## src/rtl/arm_mc_pkg.sv

```systemverilog
// Shared definitions for the multi-cycle ARM controller: state codes,
// ALU command constants and condition-field encodings.
package arm_mc_pkg;

    typedef enum logic [3:0] {
        S_FETCH  = 4'd0,
        S_DECODE = 4'd1,
        S_MEMADR = 4'd2,
        S_MEMRD  = 4'd3,
        S_MEMWB  = 4'd4,
        S_MEMWR  = 4'd5,
        S_EXECR  = 4'd6,
        S_EXECI  = 4'd7,
        S_ALUWB  = 4'd8,
        S_BRANCH = 4'd9
    } state_t;

    localparam logic [3:0] ALU_ADD = 4'b0100;
    localparam logic [3:0] ALU_CMP = 4'b1010;

    localparam logic [1:0] OP_DP  = 2'b00;
    localparam logic [1:0] OP_MEM = 2'b01;
    localparam logic [1:0] OP_BR  = 2'b10;

    localparam logic [3:0] COND_EQ = 4'b0000;
    localparam logic [3:0] COND_NE = 4'b0001;
    localparam logic [3:0] COND_CS = 4'b0010;
    localparam logic [3:0] COND_CC = 4'b0011;
    localparam logic [3:0] COND_MI = 4'b0100;
    localparam logic [3:0] COND_PL = 4'b0101;
    localparam logic [3:0] COND_VS = 4'b0110;
    localparam logic [3:0] COND_VC = 4'b0111;
    localparam logic [3:0] COND_HI = 4'b1000;
    localparam logic [3:0] COND_LS = 4'b1001;
    localparam logic [3:0] COND_GE = 4'b1010;
    localparam logic [3:0] COND_LT = 4'b1011;
    localparam logic [3:0] COND_GT = 4'b1100;
    localparam logic [3:0] COND_LE = 4'b1101;
    localparam logic [3:0] COND_AL = 4'b1110;
    localparam logic [3:0] COND_NV = 4'b1111;

    // Wait counter stops at its maximum instead of wrapping.
    function automatic logic [3:0] wait_inc(input logic [3:0] count);
        return (count == 4'hF) ? count : count + 4'd1;
    endfunction

endpackage

```

## src/rtl/cond_check.sv

```systemverilog
// ARM condition-field evaluation against the registered {N,Z,C,V} flags.
// The reserved 1111 code never executes.
module cond_check
    import arm_mc_pkg::*;
(
    input  logic [3:0] Cond,
    input  logic [3:0] Flags,
    output logic       CondEx
);

    logic n, z, c, v;

    assign {n, z, c, v} = Flags;

    always_comb begin
        CondEx = 1'b0;
        case (Cond)
            COND_EQ: CondEx = z;
            COND_NE: CondEx = ~z;
            COND_CS: CondEx = c;
            COND_CC: CondEx = ~c;
            COND_MI: CondEx = n;
            COND_PL: CondEx = ~n;
            COND_VS: CondEx = v;
            COND_VC: CondEx = ~v;
            COND_HI: CondEx = c & ~z;
            COND_LS: CondEx = ~c | z;
            COND_GE: CondEx = (n == v);
            COND_LT: CondEx = (n != v);
            COND_GT: CondEx = ~z & (n == v);
            COND_LE: CondEx = z | (n != v);
            COND_AL: CondEx = 1'b1;
            default: CondEx = 1'b0;
        endcase
    end

endmodule

```

## src/rtl/multicycle_controller.sv

```systemverilog
// Multi-cycle ARM controller: Moore FSM sequencing fetch, decode, memory,
// ALU and branch steps, with optional memory wait cycles and branch-and-link.
module multicycle_controller
    import arm_mc_pkg::*;
#(
    parameter int unsigned MEM_WAIT       = 0,
    parameter bit          BRANCH_LINK_EN = 1'b1
) (
    input  logic       clk,
    input  logic       reset,
    input  logic [3:0] Cond,
    input  logic [1:0] Op,
    input  logic [5:0] Funct,
    input  logic [3:0] Rd,
    input  logic [3:0] ALUFlags,
    output logic       PCWrite,
    output logic       AdrSrc,
    output logic       MemWrite,
    output logic       IRWrite,
    output logic       RegWrite,
    output logic       ALUSrcA,
    output logic       LinkWrite,
    output logic [1:0] ResultSrc,
    output logic [1:0] ALUSrcB,
    output logic [1:0] ImmSrc,
    output logic [1:0] RegSrc,
    output logic [3:0] ALUControl,
    output logic [3:0] Flags,
    output logic [3:0] State
);

    localparam logic [3:0] WAIT_LAST = 4'(MEM_WAIT);

    state_t     state, next_state;
    logic [3:0] wait_cnt;
    logic [3:0] flags_q;
    logic       active;
    logic [1:0] op_q;
    logic [4:0] funct_q;
    logic [3:0] rd_q;
    logic       cond_ex;
    logic       wait_done;
    logic       is_cmp;

    assign wait_done = (wait_cnt == WAIT_LAST);
    assign is_cmp    = (funct_q[4:1] == ALU_CMP);
    assign Flags     = flags_q;
    assign State     = state;

    cond_check u_cond_check (
        .Cond   (Cond),
        .Flags  (flags_q),
        .CondEx (cond_ex)
    );

    always_comb begin
        next_state = state;
        case (state)
            S_FETCH:  if (wait_done) next_state = S_DECODE;
            S_DECODE: begin
                if (!cond_ex)
                    next_state = S_FETCH;
                else begin
                    case (Op)
                        OP_MEM:  next_state = S_MEMADR;
                        OP_DP:   next_state = Funct[5] ? S_EXECI : S_EXECR;
                        OP_BR:   next_state = S_BRANCH;
                        default: next_state = S_FETCH;
                    endcase
                end
            end
            S_MEMADR: next_state = funct_q[0] ? S_MEMRD : S_MEMWR;
            S_MEMRD:  if (wait_done) next_state = S_MEMWB;
            S_EXECR:  next_state = S_ALUWB;
            S_EXECI:  next_state = S_ALUWB;
            default:  next_state = S_FETCH;
        endcase
    end

    // 'active' holds off the first fetch until the edge after reset release,
    // and its asynchronous clear makes every strobe drop the moment reset hits.
    always_ff @(posedge clk or negedge reset) begin
        if (!reset) begin
            state    <= S_FETCH;
            wait_cnt <= 4'd0;
            flags_q  <= 4'd0;
            active   <= 1'b0;
            op_q     <= 2'd0;
            funct_q  <= 5'd0;
            rd_q     <= 4'd0;
        end else if (!active) begin
            active   <= 1'b1;
            state    <= S_FETCH;
            wait_cnt <= 4'd0;
        end else begin
            state    <= next_state;
            wait_cnt <= (next_state == state) ? wait_inc(wait_cnt) : 4'd0;
            if (state == S_DECODE) begin
                op_q    <= Op;
                funct_q <= Funct[4:0];
                rd_q    <= Rd;
            end
            if ((state == S_EXECR || state == S_EXECI) && (funct_q[0] || is_cmp))
                flags_q <= ALUFlags;
        end
    end

    always_comb begin
        PCWrite    = 1'b0;
        AdrSrc     = 1'b0;
        MemWrite   = 1'b0;
        IRWrite    = 1'b0;
        RegWrite   = 1'b0;
        ALUSrcA    = 1'b0;
        LinkWrite  = 1'b0;
        ResultSrc  = 2'b00;
        ALUSrcB    = 2'b00;
        ImmSrc     = op_q;
        RegSrc     = {op_q == OP_MEM, op_q == OP_BR};
        ALUControl = ALU_ADD;
        case (state)
            S_FETCH: begin
                ALUSrcA   = 1'b1;
                ALUSrcB   = 2'b10;
                ResultSrc = 2'b10;
                ImmSrc    = 2'b00;
                RegSrc    = 2'b00;
                IRWrite   = active & wait_done;
                PCWrite   = active & wait_done;
            end
            S_DECODE: begin
                ALUSrcA   = 1'b1;
                ALUSrcB   = 2'b10;
                ResultSrc = 2'b10;
                ImmSrc    = Op;
                RegSrc    = {Op == OP_MEM, Op == OP_BR};
            end
            S_MEMADR: ALUSrcB = 2'b01;
            S_MEMRD:  AdrSrc  = 1'b1;
            S_MEMWB: begin
                ResultSrc = 2'b01;
                PCWrite   = (rd_q == 4'd15);
                RegWrite  = (rd_q != 4'd15);
            end
            S_MEMWR: begin
                AdrSrc   = 1'b1;
                MemWrite = 1'b1;
            end
            S_EXECR: begin
                ALUSrcB    = 2'b00;
                ALUControl = funct_q[4:1];
            end
            S_EXECI: begin
                ALUSrcB    = 2'b01;
                ALUControl = funct_q[4:1];
            end
            S_ALUWB: begin
                PCWrite  = !is_cmp && (rd_q == 4'd15);
                RegWrite = !is_cmp && (rd_q != 4'd15);
            end
            S_BRANCH: begin
                ALUSrcB   = 2'b01;
                ResultSrc = 2'b10;
                PCWrite   = 1'b1;
                LinkWrite = BRANCH_LINK_EN && funct_q[4];
            end
            default: ;
        endcase
    end

endmodule

```

## config.mk

```make
export PLATFORM = sky130hd
export DESIGN_NAME = multicycle_controller
export DESIGN_NICKNAME = d
export VERILOG_FILES = /design/src/rtl/arm_mc_pkg.sv /design/src/rtl/cond_check.sv /design/src/rtl/multicycle_controller.sv
export SDC_FILE = /design/constraint.sdc
export NUM_CORES = 1
export LEC_CHECK = 0
export BUFFER_PORTS_ARGS = -buffer_cell sky130_fd_sc_hd__buf_2
export CORE_ASPECT_RATIO = 0.5
export CORE_MARGIN = 2
export CORE_UTILIZATION = 55
export DETAILED_ROUTE_END_ITERATION = 16
export HOLD_SLACK_MARGIN = 0.02
export MAX_ROUTING_LAYER = met4
export PLACE_DENSITY_LB_ADDON = 0.25
export SETUP_SLACK_MARGIN = 0.4
export SYNTH_ARGS = -nofsm -noshare
export SYNTH_HDL_FRONTEND = slang
export SYNTH_SLANG_ARGS = --single-unit
```

## constraint.sdc

```tcl
create_clock -name clk -period 3.4 [get_ports clk]
set_clock_uncertainty 0.2 [all_clocks]
set_input_delay 0.68 -clock clk [delete_from_list [all_inputs] [get_ports clk]]
set_output_delay 0.68 -clock clk [all_outputs]
set_load 0.005 [all_outputs]
```

==> results by group <==
Yosys
  • Synth cell types: 52
  • Mapped Cells: 167
  • Largest family of logic cells by synthesized area: simple AND/OR/NAND/NOR gates
  • EDFF count, synth: 0
  • Yosys warns: 0
  • Async S/R FF share, synth: 100%
  • Synth Register Bits: 24
  • Yosys top cell area share: 36.6%
  • Dominant synthesized flop cell: dfrtp_1
  • Syn Nets: 191
  • Syn Area/Cell: 9.81 um2
  • Ranking of synthesized cells by area: dfrtp_1 37%, mux2_2 11%, nand3_1 2.7%
  • Cell with the most instances after synthesis: dfrtp_1
  • Post-synthesis sequential area ratio: 36.6%
  • Area share of fa/ha/maj cells after synthesis: 1.53%
  • Synth cell count leaders: 24 x dfrtp_1, 16 x mux2_2, 11 x nand2_1, 11 x nor2_1, 10 x inv_1
  • Simple-gate share of the synthesized area: 23.0%
  • Post-synthesis mux area share: 12.8%
  • Post-Synth XOR/XNOR Area: 2.14%
  • Dominant cell type by area after synthesis: dfrtp_1
  • Synth Area in Compound Gates: 16.9%
  • Netlist Area Pre-Place: 0.00164 mm2

CTS
  • Clk buf depth: 2
  • Root buf cell: clkbuf_8
  • H-tree Lvls: 1
  • Post-CTS repair timing setup buffer count: 0
  • Post-CTS Hold Fix Bufs: 0
  • TritonCTS Buffers: 3
  • Total clock sinks: 24
  • Reg clk slew, reported paths: 0.10 ns
  • Worst skew pair latency: 0.28 ns
  • CTS resizes: 0
  • CTS tree: yes

STA
  • Final setup margin: 0.571 ns
  • Min Tclk post-route: 2.83 ns
  • Final number of hold-violating endpoints: 0
  • Fin Setup TNS: 0 ns
  • Final critical-path share of the clock period: 83.2%
  • Fmax: 353 MHz
  • # setup viols final: 0
  • Unrepaired setup endpoints after global routing: false
  • Slew HR: 53.4%
  • Worst-Margin Slew: 0.697 ns
  • Final Max Slew Viols: 0

Layout
  • Final Cell Area: 0.00192 mm2
  • Final nets: 233
  • Multi-input logic area: 927 um2
  • FILL cells: 220
  • Fraction of layout cells with a size suffix above 1: 37.5%
  • Register area: 601 um2
  • Diode count: 0
  • Area Growth Syn to Fin: 17.3%

Setup path
  • Critical path startpoint category: register
  • CP cell instances: inv_1 -> ha_1 -> nor3b_1 -> nand3_1 -> o211ai_1 -> buf_2
  • Max Fanout on Critical Path: 7
  • CP bufs+invs: 2
  • Number of cells on the critical path: 6
  • Delay of the slowest cell on the worst path: 0.58 ns
  • R2r setup slk: 1.20 ns
  • R2R depth: 6
  • CP top delay family: simple AND/OR/NAND/NOR gates
  • Worst EP arrival: 1.95 ns
  • WP data required: 2.52 ns
  • Crit path kind: register to output pin
  • CP max stage cell: nor3b_1
  • Crit path capture type: output pin

Die
  • Initial Util: 60.3%
  • Die height: 42.6 um
  • Core footprint: 0.00272 mm2
  • Total die area: 0.00346 mm2
  • Die Wd: 81.2 um
  • Ports: 49
  • Core Rows: 13

Status
  • Run status: completed

Global routing
  • Tot GR Track Use: 23.8%
  • Met3 usage: 5.82%
  • Vias in the first global route: 1220
  • Total gr overflow: 0
  • Largest net degree at the start of global routing: 25
  • Initial antenna violation count: 0
  • M1 GR Usage: 33.3%
  • First-pass GRT wire length: 6040 um
  • GR peak layer: met2
  • Met2 Use GR: 35.7%

Power
  • Pwr per Cell Area: 608 mW/mm2
  • Total power: 1170 uW
  • Max IR drop VDD: 0.289 mV
  • LEAKAGE: 0.000903 uW

Drt
  • Post-Route WL: 3690 um
  • Vias: 1403
  • Post-route ant nets: 0
  • DR iter-0 viols: 77
  • DRT Pass-1 Iters: 4
  • Number of remaining DRC errors: 0
  • Drt via density: 5.73
  • Routed length per instance: 15.0 um

Placed design
  • Gpl congestion: 0.790
  • HPWL Detailed: 2750 um
  • I/O Buffers: 48
  • Pre-CTS setup slack: 0.919 ns
  • Post-DP Area: 0.00185 mm2

Hold path
  • HP Class: input pin to asynchronous set/reset pin

Job
  • Max_cap viols: 0
[flip-flops by register name (all words and copies together) (netlist names)]
name,count
State,4
funct_q,5
Flags,4
op_q,2
wait_cnt,4
rd_q,4
active,1
[final timing paths]
path,start,end
min in group clk,rd_q[0]$_DFFE_PN0P_,rd_q[0]$_DFFE_PN0P_
worst min-delay path,reset,wait_cnt[1]$_DFFE_PN0P_
max in group asynchronous,reset,wait_cnt[0]$_DFFE_PN0P_
worst max register to register,wait_cnt[0]$_DFFE_PN0P_,wait_cnt[0]$_DFFE_PN0P_
worst min register to register,rd_q[0]$_DFFE_PN0P_,rd_q[0]$_DFFE_PN0P_
worst max-delay path,wait_cnt[0]$_DFFE_PN0P_,PCWrite
[layer usage]
metal | vias up | wire, um
met4 | 0 | 31
met3 | 5 | 185
li1 | 683 | -
met1 | 676 | 1800
met5 | - | 0
met2 | 39 | 1670
[placed cells by master (no fill, tap or decap), types with 3 or more instances in the layout]
cell type / instances
buf_2: 48
dfrtp_1: 24
mux2_2: 16
nand2_1: 11
nor2_1: 11
inv_1: 10
nand3_1: 9
o21ai_0: 6
nor3_1: 5
xnor2_1: 4
and3_1: 4
nor2b_1: 3
mux2i_1: 3
a21oi_1: 3
nor3b_1: 3
nand3b_1: 3
clkbuf_8: 3
[area by class of cell]
class / instances / share of cell area (%)
flip-flops and latches: 24 / 31.2
inverters: 10 / 1.95
multi-input cells: 122 / 48.2
repair buffers: 48 / 12.5
well taps: 37 / 2.41
clock inverters: 1 / 1.56
clock buffers: 3 / 2.15
[cell families (layout without fill, tap and decap cells)]
kind of cell / after synthesis / count (layout)
compound gates: 31 / 31
buf+inv: 21 / 62
fa+ha+maj: 2 / 2
flops: 24 / 24
mux: 19 / 19
simple gates: 65 / 65
xor+xnor: 4 / 4
other cells: 1 / 1
[per-stage QoR]
step	hold WS, ns	instances	utilization (%)
2_1_floorplan	0.184	167	-
3_3_place_gp	0.290	241	68.2
3_5_place_dp	0.295	241	68.2
4_1_cts	0.204	245	70.8
5_1_grt	0.220	245	70.8
6_report	0.185	245	70.8
[where the power goes]
part	total (uW)	leakage (uW)	internal [uW]	switching, uW
clock	259	0.0000357	158	102
sequential	463	0.000296	371	92.5
combinational	446	0.000572	219	227
total	1170	0.000903	748	421
Note: power is estimated with default switching activity, not from simulation.
